$ cat src/rtl/nn_pkg.sv
// Shared types and default layer sizes for the fully-connected layer datapath.
package nn_pkg;

   localparam int unsigned NN_N_INPUTS  = 4;
   localparam int unsigned NN_N_NEURONS = 3;

   typedef enum logic [1:0] {
      IDLE = 2'd0,
      RUN  = 2'd1,
      DONE = 2'd2
   } ag_state_t;

endpackage : nn_pkg

$ cat src/rtl/nn_address_generator.sv
// Neuron-major weight/input address walker for one FC layer pass, with
// per-neuron first/last framing and a sticky done flag.
module nn_address_generator
   import nn_pkg::*;
#(
   parameter int unsigned N_INPUTS  = NN_N_INPUTS,
   parameter int unsigned N_NEURONS = NN_N_NEURONS,
   parameter int unsigned W_ADDR_W  = $clog2(N_INPUTS * N_NEURONS),
   parameter int unsigned X_ADDR_W  = $clog2(N_INPUTS),
   parameter int unsigned N_IDX_W   = (N_NEURONS > 1) ? $clog2(N_NEURONS) : 1
) (
   input  logic                clk,
   input  logic                reset,
   input  logic                AG_rst,
   input  logic                AG_read,
   output logic [W_ADDR_W-1:0] w_addr,
   output logic [X_ADDR_W-1:0] x_addr,
   output logic [N_IDX_W-1:0]  neuron_idx,
   output logic                addr_valid,
   output logic                first,
   output logic                last,
   output logic                done
);

   ag_state_t           r_state, w_state_nxt;
   logic [X_ADDR_W-1:0] r_in_cnt, w_in_cnt_nxt;
   logic [N_IDX_W-1:0]  r_n_cnt, w_n_cnt_nxt;
   logic [W_ADDR_W-1:0] r_base, w_base_nxt;

   logic [W_ADDR_W-1:0] r_w_addr, w_w_addr_nxt;
   logic [X_ADDR_W-1:0] r_x_addr, w_x_addr_nxt;
   logic [N_IDX_W-1:0]  r_n_idx, w_n_idx_nxt;
   logic                r_valid, w_valid_nxt;
   logic                r_first, w_first_nxt;
   logic                r_last, w_last_nxt;
   logic                r_done, w_done_nxt;

   logic w_issue;
   logic w_in_last;
   logic w_n_last;

   // A read is honoured only outside DONE and only if no restart wins the cycle.
   assign w_issue   = AG_read && !AG_rst && (r_state != DONE);
   assign w_in_last = (r_in_cnt == X_ADDR_W'(N_INPUTS - 1));
   assign w_n_last  = (r_n_cnt == N_IDX_W'(N_NEURONS - 1));

   always_ff @(posedge clk or posedge reset) begin
      if (reset) begin
         r_state <= IDLE;
      end else begin
         r_state <= w_state_nxt;
      end
   end

   always_comb begin
      w_state_nxt = r_state;
      if (AG_rst) begin
         w_state_nxt = IDLE;
      end else if (w_issue) begin
         w_state_nxt = (w_in_last && w_n_last) ? DONE : RUN;
      end
   end

   // Next values of counters and registered outputs.
   always_comb begin
      w_in_cnt_nxt = r_in_cnt;
      w_n_cnt_nxt  = r_n_cnt;
      w_base_nxt   = r_base;
      w_w_addr_nxt = r_w_addr;
      w_x_addr_nxt = r_x_addr;
      w_n_idx_nxt  = r_n_idx;
      w_valid_nxt  = 1'b0;
      w_first_nxt  = 1'b0;
      w_last_nxt   = 1'b0;
      w_done_nxt   = (r_state == DONE);

      if (AG_rst) begin
         w_in_cnt_nxt = '0;
         w_n_cnt_nxt  = '0;
         w_base_nxt   = '0;
         w_w_addr_nxt = '0;
         w_x_addr_nxt = '0;
         w_n_idx_nxt  = '0;
         w_done_nxt   = 1'b0;
      end else if (w_issue) begin
         w_w_addr_nxt = r_base + W_ADDR_W'(r_in_cnt);
         w_x_addr_nxt = r_in_cnt;
         w_n_idx_nxt  = r_n_cnt;
         w_valid_nxt  = 1'b1;
         w_first_nxt  = (r_in_cnt == '0);
         w_last_nxt   = w_in_last;

         if (!w_in_last) begin
            w_in_cnt_nxt = r_in_cnt + X_ADDR_W'(1);
         end else if (w_n_last) begin
            w_in_cnt_nxt = '0;
            w_n_cnt_nxt  = '0;
            w_base_nxt   = '0;
         end else begin
            w_in_cnt_nxt = '0;
            w_n_cnt_nxt  = r_n_cnt + N_IDX_W'(1);
            w_base_nxt   = r_base + W_ADDR_W'(N_INPUTS);
         end
      end
   end

   always_ff @(posedge clk or posedge reset) begin
      if (reset) begin
         r_in_cnt <= '0;
         r_n_cnt  <= '0;
         r_base   <= '0;
         r_w_addr <= '0;
         r_x_addr <= '0;
         r_n_idx  <= '0;
         r_valid  <= 1'b0;
         r_first  <= 1'b0;
         r_last   <= 1'b0;
         r_done   <= 1'b0;
      end else begin
         r_in_cnt <= w_in_cnt_nxt;
         r_n_cnt  <= w_n_cnt_nxt;
         r_base   <= w_base_nxt;
         r_w_addr <= w_w_addr_nxt;
         r_x_addr <= w_x_addr_nxt;
         r_n_idx  <= w_n_idx_nxt;
         r_valid  <= w_valid_nxt;
         r_first  <= w_first_nxt;
         r_last   <= w_last_nxt;
         r_done   <= w_done_nxt;
      end
   end

   assign w_addr     = r_w_addr;
   assign x_addr     = r_x_addr;
   assign neuron_idx = r_n_idx;
   assign addr_valid = r_valid;
   assign first      = r_first;
   assign last       = r_last;
   assign done       = r_done;

endmodule : nn_address_generator

$ cat config.mk
export PLATFORM = sky130hd
export DESIGN_NAME = nn_address_generator
export DESIGN_NICKNAME = d
export VERILOG_FILES = /design/src/rtl/nn_pkg.sv /design/src/rtl/nn_address_generator.sv
export SDC_FILE = /design/constraint.sdc
export NUM_CORES = 1
export LEC_CHECK = 0
export ABC_CLOCK_PERIOD_IN_PS = 1550
export CORE_MARGIN = 4
export CORE_UTILIZATION = 52
export CTS_BUF_LIST = sky130_fd_sc_hd__clkbuf_2
export DETAILED_ROUTE_END_ITERATION = 8
export GPL_ROUTABILITY_DRIVEN = 0
export PLACE_DENSITY = 0.86
export SETUP_SLACK_MARGIN = 0.02
export SYNTH_ARGS = -nofsm -noshare
export SYNTH_HDL_FRONTEND = slang
export SYNTH_SLANG_ARGS = --single-unit
$ cat constraint.sdc
create_clock -name clk -period 1.55 [get_ports clk]
set_input_delay 0.465 -clock clk [delete_from_list [all_inputs] [get_ports clk]]
set_output_delay 0.465 -clock clk [all_outputs]
set_load 0.02 [all_outputs]
==> results by group, run 1 <==
Worst setup path
  – FF-to-FF setup slack: around 0.07 ns
  – FF-to-FF Start: r_in_cnt[1]
  – Worst-path cell chain: clkdlybuf4s15_1
  – Startpoint Class: flop
  – Crit-path max cell delay: 0.43 ns
  – Depth of the most critical reg-to-reg path: 4
  – Setup Crit Path Kind: reg2out
  – Worst Path Max Fanout: 2
  – CP endpoint kind: output pin
  – Worst reg2reg endpoint: r_base[2]
  – CP required: approximately 1.1 ns
  – Top delay family on crit path: flip-flops
  – Slowest cell on the critical path: dfrtp_1
  – Arr. time, crit path: roughly 1.0 ns
  – WP buf/inv: 1

Routing
  – DR vias/cell: about 5.5
  – Wire per inst: 14.2 um
  – Drt total wl: between 1.5 and 2 mm
  – Vias: about 670
  – Initial DRC Count: 18
  – ANT nets after route: 0
  – Drt pass-1 iters: 4
  – # DRC: 0

Finish
  – Number of fill cells: 117
  – Commonest non-fill, non-tap cell in the layout: dfrtp_1
  – Fin nets: 112
  – Share of layout cells above drive strength 1: 0.248
  – Sequential cell area: between 500 and 600 um2
  – Design area: approximately 0.0011 mm2
  – Post-Layout Cell Count: roughly 120
  – Most frequent cells in the layout: 20 x dfrtp_1, 16 x nand2_1, 11 x clkbuf_2
  – Multi-input logic area: ~320 um2
  – Synth-to-Final Area Change: 28.2%
  – ANT cells: 0
  – Final Util: 0.713

Timing
  – Final Skew: about 0.00095 ns
  – Hold Violations, Final: 0
  – Fmax: approximately 0.67 GHz
  – Relative slew slack: 0.806
  – Hold WS: 0.422 ns
  – Final period util: 0.970
  – Final critical-path required period: 1.50 ns
  – Setup violators final: 0
  – Slew Viols, Final: 0
  – Least-Margin Pin Slew: about 0.29 ns

Logic synthesis
  – Synth cell types: 22
  – Post-Synth XOR/XNOR Area: 0.0103
  – Synthesized area: between 800 and 900 um2
  – Complex-gate fraction of the synthesized area: 0.127
  – Main combinational cell family by area after synthesis: simple AND/OR/NAND/NOR gates
  – Syn_area_per_cell: 10.9 um2
  – Area share of the largest cell type after synthesis: 0.590
  – Syn Inst Count: between 70 and 80
  – Mux share of post-synthesis cell area: 0
  – FF+latch count, synth: 20
  – Syn. warnings: 0
  – Syn_nets: between 80 and 90
  – Synth Area in Adders: 0.0295
  – Top cells by area in the synthesized netlist: dfrtp_1 59%, nand2_1 7.1%, a22o_1 4.1%, nand4bb_4 3.2%, ha_1 2.9%
  – Synth Area in Simple Gates: 0.196
  – Seq/Total Area, Yosys: 0.590
  – Yosys top cell by area: dfrtp_1

Floorplanning
  – Num ports: 16
  – Die area: 0.00234 mm2
  – Row count: 14
  – Initial Utilization: 0.557
  – Die Span Y: 48.4 um
  – Die Wd: 48.4 um
  – Core area: 0.00152 mm2

GRT
  – Initial antenna violation count: 0
  – First-pass GRT wire length: 2.81 mm
  – Grt total ovfl: 0
  – GRT Overall Usage: 0.150
  – Largest net degree at the start of global routing: 21
  – Vias in the first global route: 668

Clock tree
  – Sink Count: 20
  – Root buf cell: clkbuf_2
  – Clock buffer depth: 2
  – Max H-tree Level: 1
  – Clock-pin slew on the worst setup and hold paths: roughly 0.19 ns
  – CTS Buf Count: 3
  – Worst skew pair latency: 0.32 ns
  – CTS tree: built
  – Hold_buf cts: 0

Hold path
  – WHS Path Cells: 2
  – Hold endpoint: r_state[0]
  – HP Class: in2reg
  – Min-delay src: AG_read

Placed design
  – Dpl cells: about 120
  – Port Buffer Count: 15
  – Placed cell areas: roughly 0.0011 mm2
  – DP Wirelength: between 1 and 1.5 mm

Flow run
  – Max_cap viols: 0

Power and ir drop
  – Worst vdd ir: 0.597 mV
  – P_leak: about 0.55 nW
  – Pwr dens: between 800 and 900 mW/mm2

Run status
  – Status: completed
[state kept, by name (all words and copies together) (netlist names)]
name,cells
r_state,2
done,1
r_base,2
first,1
last,1
addr_valid,1
x_addr,2
w_addr,4
r_in_cnt,2
r_n_cnt,2
neuron_idx,2
[cells in the mapped netlist (all sizes together)]
cell type  number
dfrtp          20
nand2          16
inv             6
o21ai           5
a22o            4
a21oi           3
buf             3
nor2            3
nor2b           3
ha              2
nor3b           2
o31ai           2
or3             2
a31o            1
and2            1
nand3           1
nand4bb         1
nor3            1
o32ai           1
xnor2           1
[area by class of cell]
| type | instances | area share |
|---|---|---|
| flip-flops and latches | 20 | 0.460 |
| multi-input cells | 49 | 0.291 |
| repair buffers | 26 | 0.192 |
| inverters | 6 | 0.0207 |
| well taps | 16 | 0.0184 |
| clock buffers | 3 | 0.0138 |
| clock inverters | 1 | 0.00345 |
[repair_timing]
item,4_1_cts,5_1_grt
endpoints found under the setup margin,12,15
buffers inserted,0,1
gates resized for setup,14,21
[layer usage]
metal	global-route usage	part of all wire	vias to the layer above
li1	-	-	316
met1	0.176	0.43	329
met2	0.263	0.50	17
met3	0.0215	0.037	4
met4	0.0737	0.027	0
met5	0	0	-
[report_power, final]
part	internal (mW)	switching [mW]
combinational	0.0527	0.0634
clock	0.0561	0.165
sequential	0.538	0.0110
[logic make-up (layout without fill, tap and decap cells)]
family,Yosys count,count (layout)
XOR/XNOR,1,1
buffers and inverters,9,36
AND/OR/NAND/NOR,30,30
adder cells (fa/ha/maj),2,2
AO/OA/AOI/OAI,16,16
flip-flops,20,20
[worst max path at each step]
stage                 from         to  slack, ns  cells past startpoint
2_1_floorplan       AG_rst  r_base[2]       0.17                      4
3_3_place_gp        AG_rst  r_base[2]      -0.24                      4
3_5_place_dp        AG_rst  r_base[2]      -0.30                      4
4_1_cts          w_addr[1]  w_addr[1]      0.004                      1
5_1_grt        r_in_cnt[1]  r_base[2]      -0.01                      4
6_report         x_addr[1]  x_addr[1]       0.05                      1
[per-stage QoR]
stage | power (mW) | setup TNS (ns) | worst slack (ns)
5_1_grt | 0.921 | -0.0110 | -0.0110
3_5_place_dp | 0.677 | -3.57 | -0.296
4_1_cts | 0.882 | 0 | 0.00449
2_1_floorplan | 0.616 | 0 | 0.171
3_3_place_gp | 0.671 | -3.04 | -0.244
6_report | 0.886 | 0 | 0.0471
Power figures use the tool's default switching activity.
==> inputs of run 2 (changes only) <==
--- a/config.mk
+++ b/config.mk
@@ -6,7 +6,7 @@
 export NUM_CORES = 1
 export LEC_CHECK = 0
 export ABC_CLOCK_PERIOD_IN_PS = 1550
-export CORE_MARGIN = 4
+export CORE_MARGIN = 5
 export CORE_UTILIZATION = 52
 export CTS_BUF_LIST = sky130_fd_sc_hd__clkbuf_2
 export DETAILED_ROUTE_END_ITERATION = 8
==> results by group, run 2 (synthesized netlist as in run 1, its figures left out) <==
Finish
  – Sequential cell area: between 500 and 600 um2
  – Synth-to-Final Area Change: 27.1%
  – Fin nets: approximately 110
  – Design area: between 0.001 and 0.0015 mm2
  – ANT cells: 0
  – Number of fill cells: between 100 and 150
  – Most frequent cells in the layout: 19 x dfrtp_1, 16 x nand2_1, 13 x clkbuf_2
  – Multi-input logic area: 317 um2
  – Share of layout cells above drive strength 1: 0.305
  – Post-Layout Cell Count: approximately 120
  – Commonest non-fill, non-tap cell in the layout: dfrtp_1
  – Max FFs per register: 4

Placed design
  – DP Wirelength: between 1 and 1.5 mm
  – Setup WS pre-CTS: -0.250 ns
  – Port Buffer Count: 15
  – Placed cell areas: 0.00106 mm2
  – Dpl cells: around 110

Routing
  – Drt total wl: 1.87 mm
  – Initial DRC Count: 24
  – # DRC: 0
  – ANT nets after route: 0
  – Drt pass-1 iters: 4
  – Wire per inst: 15.5 um
  – Vias: between 600 and 700
  – DR vias/cell: between 5 and 6

Worst setup path
  – Arr. time, crit path: between 1.5 and 2 ns
  – Setup Crit Path Kind: in2reg
  – FF-to-FF Start: r_state[1]
  – Worst-path cell chain: clkdlybuf4s50_1 > nand4bb_4 > or3_1 > a21oi_1
  – Startpoint Class: input pin
  – CP endpoint kind: flop
  – CP required: about 1.8 ns
  – Worst Path Max Fanout: 5
  – Slowest cell on the critical path: clkdlybuf4s50_1
  – Crit-path max cell delay: ~0.54 ns
  – CP startpoint: AG_rst

Timing
  – Slew Viols, Final: 0
  – Final period util: 0.972
  – Final critical-path required period: between 1.5 and 2 ns
  – Least-Margin Pin Slew: between 0.3 and 0.4 ns
  – Setup violators final: 0
  – Hold WS: 0.426 ns
  – Fmax: between 0.6 and 0.7 GHz
  – Worst setup margin: 0.0439 ns
  – Final Skew: 0.0126 ns
  – Hold Violations, Final: 0
  – Relative slew slack: 0.784

Clock tree
  – Clock-pin slew on the worst setup and hold paths: about 0.2 ns
  – Clock buffer depth: 2
  – Hold_buf cts: 0
  – Root buf cell: clkbuf_2
  – CTS Buf Count: 3
  – Max H-tree Level: 1
  – CTS tree: built
  – Sink Count: 20
  – Worst skew pair latency: 0.33 ns

Floorplanning
  – Core area: 0.00152 mm2
  – Row count: 14
  – Initial Utilization: 0.557
  – Die area: between 0.002 and 0.003 mm2
  – Die Wd: a little over 50 um
  – Die Span Y: slightly above 50 um
  – Num ports: 16

GRT
  – Vias in the first global route: 682
  – GRT Overall Usage: 0.164
  – Initial antenna violation count: 0
  – Grt total ovfl: 0
  – Largest net degree at the start of global routing: 21
  – First-pass GRT wire length: just over 3 mm

Power and ir drop
  – Pwr dens: roughly 970 mW/mm2
  – Worst vdd ir: between 0.6 and 0.7 mV
  – Pwr Total: between 1 and 1.5 mW
  – P_leak: 0.542 nW

Hold path
  – HP Class: in2async

Run status
  – Status: completed

Flow run
  – Max_cap viols: 0
==> run 2: cell type report <==
cell class                 count  share of cell area
inverter                       6              0.0209
timing repair buffer          26               0.160
sequential                    20               0.465
clock inverter                 1              0.0278
multi-input combinational     49               0.294
tap                           16              0.0186
clock buffer                   3              0.0139
==> run 2: worst max-delay path: cells and delay by family <==
family,cells,cell delay (ns)
simple gates,2,0.65
buf+inv,1,0.54
compound gates,1,0.13
==> run 2: final timing paths <==
check | slack (ns) | to | cells past startpoint
setup reg to reg | 0.15 | r_base[2] | 4
min in group clk | 0.46 | done | 1
hold / removal | 0.43 | neuron_idx[0] | 3
setup / recovery | 0.04 | r_base[2] | 4
max in group asynchronous | 0.91 | w_addr[1] | 3
hold reg to reg | 0.46 | done | 1
==> run 2: repair_timing <==
action | in CTS | in global routing
buffers inserted | 1 | 2
gates resized for setup | 23 | 18
pin swaps | 0 | 0
setup endpoints to repair | 12 | 16
hold endpoints to repair | 0 | 0
==> run 2: routing by layer <==
metal	wire [um]	part of all wire	global-route usage
met3	79	0.042	0.0385
met1	811	0.43	0.191
met4	65	0.035	0.115
met5	0	0	0
met2	917	0.49	0.264
==> run 2: where the power goes <==
| group | switching, mW | total (mW) | internal, mW |
|---|---|---|---|
| clock network | 0.167 | 0.390 | 0.223 |
| logic | 0.0620 | 0.107 | 0.0454 |
| registers | 0.0121 | 0.550 | 0.538 |
==> run 2: stage by stage <==
stage	setup TNS, ns	util
6_report	0	0.708
5_1_grt	-0.00373	0.708
4_1_cts	0	0.730
3_5_place_dp	-3.80	0.696
3_3_place_gp	-2.98	0.696
2_1_floorplan	0	-
==> inputs of run 3 (changes only) <==
--- a/config.mk
+++ b/config.mk
@@ -10,7 +10,6 @@
 export CORE_UTILIZATION = 52
 export CTS_BUF_LIST = sky130_fd_sc_hd__clkbuf_2
 export DETAILED_ROUTE_END_ITERATION = 8
-export GPL_ROUTABILITY_DRIVEN = 0
 export PLACE_DENSITY = 0.86
 export SETUP_SLACK_MARGIN = 0.02
 export SYNTH_ARGS = -nofsm -noshare
==> results of run 3 <==
No change in the layout: final DEF, timing and power equal those of run 2.
